<file path="src/rtl/mult_hilo_unit.sv">
// rtl/mult_hilo_unit.sv - multiplier issue/writeback stage with HI/LO registers and read interlock
// Optional define HILO_FWD_EN forwards the product to MFHI/MFLO during the completion cycle.
module mult_hilo_unit #(
  parameter int MULT_LATENCY = 6
) (
  input  logic        clk,
  input  logic        reset,
  input  logic        op_valid,
  input  logic        op_signed,
  input  logic [31:0] op_a,
  input  logic [31:0] op_b,
  output logic [32:0] mul_a,
  output logic [32:0] mul_b,
  input  logic [65:0] mul_p,
  output logic        busy,
  input  logic        mthi_we,
  input  logic        mtlo_we,
  input  logic [31:0] mt_data,
  input  logic        rd_req,
  input  logic        rd_sel,
  output logic [31:0] rd_data,
  output logic        rd_stall
);

  typedef enum logic {IDLE, BUSY} state_t;

  localparam logic [3:0] CNT_LOAD = 4'(MULT_LATENCY - 1);

  state_t      state, state_nxt;
  logic [3:0]  count, count_nxt;
  logic [31:0] hi, lo, hi_nxt, lo_nxt;
  logic        done;
  logic        unused_mul_p_top;

  // The two top product bits only matter for 33x33 corner cases the ISA never observes.
  assign unused_mul_p_top = ^mul_p[65:64];

  // A restart in the final cycle cancels the writeback of the product being dropped.
  assign done = (state == BUSY) && (count == 4'd0) && !op_valid;
  assign busy = (state == BUSY);

  always_comb begin
    state_nxt = state;
    count_nxt = count;
    hi_nxt    = hi;
    lo_nxt    = lo;
    if (op_valid) begin
      state_nxt = BUSY;
      count_nxt = CNT_LOAD;
    end else if (state == BUSY) begin
      if (count == 4'd0) state_nxt = IDLE;
      else               count_nxt = count - 4'd1;
    end
    if (done) begin
      hi_nxt = mul_p[63:32];
      lo_nxt = mul_p[31:0];
    end
    if (mthi_we) hi_nxt = mt_data;
    if (mtlo_we) lo_nxt = mt_data;
  end

  always_ff @(posedge clk) begin
    if (reset) begin
      state <= IDLE;
      count <= 4'd0;
      hi    <= 32'd0;
      lo    <= 32'd0;
      mul_a <= 33'd0;
      mul_b <= 33'd0;
    end else begin
      state <= state_nxt;
      count <= count_nxt;
      hi    <= hi_nxt;
      lo    <= lo_nxt;
      if (op_valid) begin
        mul_a <= {op_signed & op_a[31], op_a};
        mul_b <= {op_signed & op_b[31], op_b};
      end
    end
  end

`ifdef HILO_FWD_EN
  assign rd_stall = rd_req & busy & ~done;
  always_comb begin
    rd_data = rd_sel ? hi : lo;
    if (done) rd_data = rd_sel ? mul_p[63:32] : mul_p[31:0];
  end
`else
  assign rd_stall = rd_req & busy;
  assign rd_data  = rd_sel ? hi : lo;
`endif

endmodule

</file>
<file path="config.mk">
export PLATFORM = sky130hd
export DESIGN_NAME = mult_hilo_unit
export DESIGN_NICKNAME = d
export VERILOG_FILES = /design/src/rtl/mult_hilo_unit.sv
export SDC_FILE = /design/constraint.sdc
export NUM_CORES = 1
export LEC_CHECK = 0
export ABC_AREA = 1
export BUFFER_PORTS_ARGS = -buffer_cell sky130_fd_sc_hd__buf_2
export CAP_MARGIN = 0
export CORE_MARGIN = 5
export CORE_UTILIZATION = 40
export DETAILED_ROUTE_END_ITERATION = 8
export PLACE_DENSITY = 0.69
export SLEW_MARGIN = 20
export SYNTH_ARGS = -nofsm -noshare
export SYNTH_HDL_FRONTEND = slang
export SYNTH_SLANG_ARGS = --single-unit
</file>
<file path="constraint.sdc">
create_clock -name clk -period 1.69 [get_ports clk]
set_input_delay 0.0845 -clock clk [delete_from_list [all_inputs] [get_ports clk]]
set_output_delay 0.0845 -clock clk [all_outputs]
set_load 0.02 [all_outputs]
</file>
==> flow_metrics.py <==
metrics = {
    "run_status": {
        "outcome": "complete, no violations",
    },
    "final_layout": {
        "fin_util": 0.611,
        "fin_nets": 1544,
        "drive_above_1_share": 0.233,
        "finalNonFillerCells": 1602,
        "final_cell_mix": "nand2_1 (430), buf_2 (267), dfxtp_1 (135)",
        "final_common_cell": "nand2_1",
        "areaGrowthSynthToFinish_pct": 49.6,
    },
    "detailed_routing": {
        "drt-initial-drc-count": 385,
        "vias_per_cell": 4.73,
        "wl_per_cell_um": 13.6,
        "drt-pass1-iter-count": 5,
        "antenna_left": 0,
        "drc": 0,
        "postRouteWirelength_um": 21900,
        "vias": 7570,
    },
    "run": {
        "drv_cap": 0,
    },
    "timing": {
        "rsz0062_at_grt": "no",
        "worst_pin_slew_ns": 0.798,
        "max-slew-margin-rel": 0.467,
        "layout_min_cycle_time_ns": 1.55,
        "fin_setup_tns_ns": 0,
        "slew_viol_final": 0,
        "hold_viol_final": 0,
        "clock.fmax_mhz": 646,
        "fin_crit_sh": 0.916,
        "final-setup-viol-count": 0,
        "skew_ns": 0.00537,
    },
    "synth": {
        "syn_inst": 1027,
        "syn_area_um2": 6510,
        "ys_warn_count": 0,
        "avgSynthCellArea_um2": 6.34,
        "synth_fp_nets": 1199,
        "synthDistinctLibCells": 17,
        "ys_seq_area_frac": 0.415,
        "synth_seq_cells": 135,
    },
    "cts": {
        "root_buffer": "clkbuf_16",
        "post_cts_buffers": 0,
        "clk_path_buf_depth": 2,
        "clk_latency_ns": 0.41,
        "cts_tree": "built",
        "numClockSinks": 135,
        "worst_setup_hold_path_clk_slew_ns": 0.06,
        "cts_made_buffers": 17,
        "cts_resized": 0,
        "h-tree-depth": 4,
    },
    "worst_hold_path": {
        "whs_path_depth": 5,
        "worst_hold_path_type": "in2reg",
        "hold_path.startpoint": "mul_p[11]",
    },
    "global_routing": {
        "busiest_layer": "met2",
        "antenna_found_initial": 3,
        "grt_use_met3": 0.0814,
        "grtUsageMet1": 0.271,
        "grt_max_degree": 65,
        "grt_pass1_vias": 7238,
        "grt_pass1_wl_um": 34400,
        "overflow": 0,
        "grt_usage": 0.227,
        "use_met2": 0.374,
    },
    "pwr": {
        "peakVddDrop_uv": 859,
        "total_power_uw": 8900,
        "p_per_area_nw_per_um2": 915,
        "leakagePower_uw": 0.00528,
    },
    "die": {
        "dieHeight_um": 138,
        "start_util": 0.408,
        "dieArea_um2": 18900,
        "rows": 46,
        "io_pins": 270,
        "fp.dieW_um": 138,
        "core_area_um2": 15900,
    },
    "setup_path": {
        "worstPathArrival_ns": 1.89,
        "cp-start-kind": "primary input",
        "worstPathMaxFanout": 34,
        "rrSetupSlack_ns": 0.19,
        "path_class": "in2reg",
        "r2r-start": "count[1]",
        "crit_start": "reset",
        "r2r_cells": 8,
        "critPathRequiredTime_ns": 2.04,
        "cp-end-kind": "flop",
    },
    "placement": {
        "place.port_buffers": 267,
        "gp_congestion": 0.780,
        "place_hpwl_um": 13400,
        "dp.cells": 1454,
    },
}
## cell type report
type | instances | area [um2]
Antenna cell | 1 | 2.50
Clock buffer | 18 | 429
Clock inverter | 14 | 149
Fill cell | 1429 | 6210
Inverter | 77 | 292
Multi-Input combinational cell | 739 | 3100
Sequential cell | 135 | 2700
Tap cell | 216 | 270
Timing Repair Buffer | 402 | 2790
## metrics by stage
step | hold slack, ns | cell area (um2) | setup WS (ns)
2_1_floorplan | 0.154 | 6510 | 0.369
3_3_place_gp | 0.270 | 8000 | 0.228
3_5_place_dp | 0.275 | 8000 | 0.209
4_1_cts | 0.000271 | 9730 | 0.198
5_1_grt | 0.0152 | 9730 | 0.0412
6_report | 0.00936 | 9730 | 0.143
## critical path: stages
cell and delay, ns:
dlygate4sd3_1 0.55, buf_2 0.17, nor2_4 0.64, buf_12 0.26, nand2_1 0.08, nand2_1 0.09
## layer usage
| layer | share of wire | up-vias |
|---|---|---|
| li1 | - | 3894 |
| met2 | 0.46 | 291 |
| met1 | 0.41 | 3337 |
| met5 | 0.0013 | - |
| met3 | 0.10 | 44 |
| met4 | 0.024 | 4 |
## cell families (layout without fill, tap and decap cells)
logic type | Yosys count | after routing | share of synthesized area
and+or+nand+nor | 634 | 634 | 0.393
AOI/OAI and AO/OA | 103 | 103 | 0.0792
adders and majority gates | 2 | 2 | 0.00385
DFF | 135 | 135 | 0.415
buffers and inverters | 153 | 511 | 0.109
other | 0 | 1 | 0
## sequential cells by signal (all words and copies together) (netlist names)
signal	flops
hi	32
busy	1
lo	32
count	4
mul_b	33
mul_a	33
## cells in the mapped netlist
library cell    n  share of area
clkbuf_1       26          0.015
nand4_1         2         0.0019
ha_1            2         0.0038
o21ai_0        34          0.026
buf_1           9         0.0052
inv_2           3         0.0017
nand3_1       132           0.10
dfxtp_1       135           0.42
nor2_2          1        0.00096
nand2_1       430           0.25
buf_2          28          0.022
a21oi_1        69          0.053
nor2_1         68          0.039
nand3b_1        1         0.0012
inv_1          73          0.042
buf_6          13          0.022
clkinv_1        1        0.00058
## what timing repair did
item	4_1_cts	5_1_grt
hold buffers	115	0
endpoints found under the setup margin	0	0
endpoints found under the hold margin	108	0
## where the power goes
| group | internal [uW] | switching [uW] |
|---|---|---|
| clock network | 2180 | 1450 |
| registers | 3410 | 97.1 |
| logic | 763 | 1000 |
| total | 6360 | 2550 |
## worst paths after layout
check,endpoint
max,mul_a[28]
min,lo[11]
max reg2reg,hi[13]
min reg2reg,mul_a[13]
No activity file was read; power rests on OpenSTA's default activity.
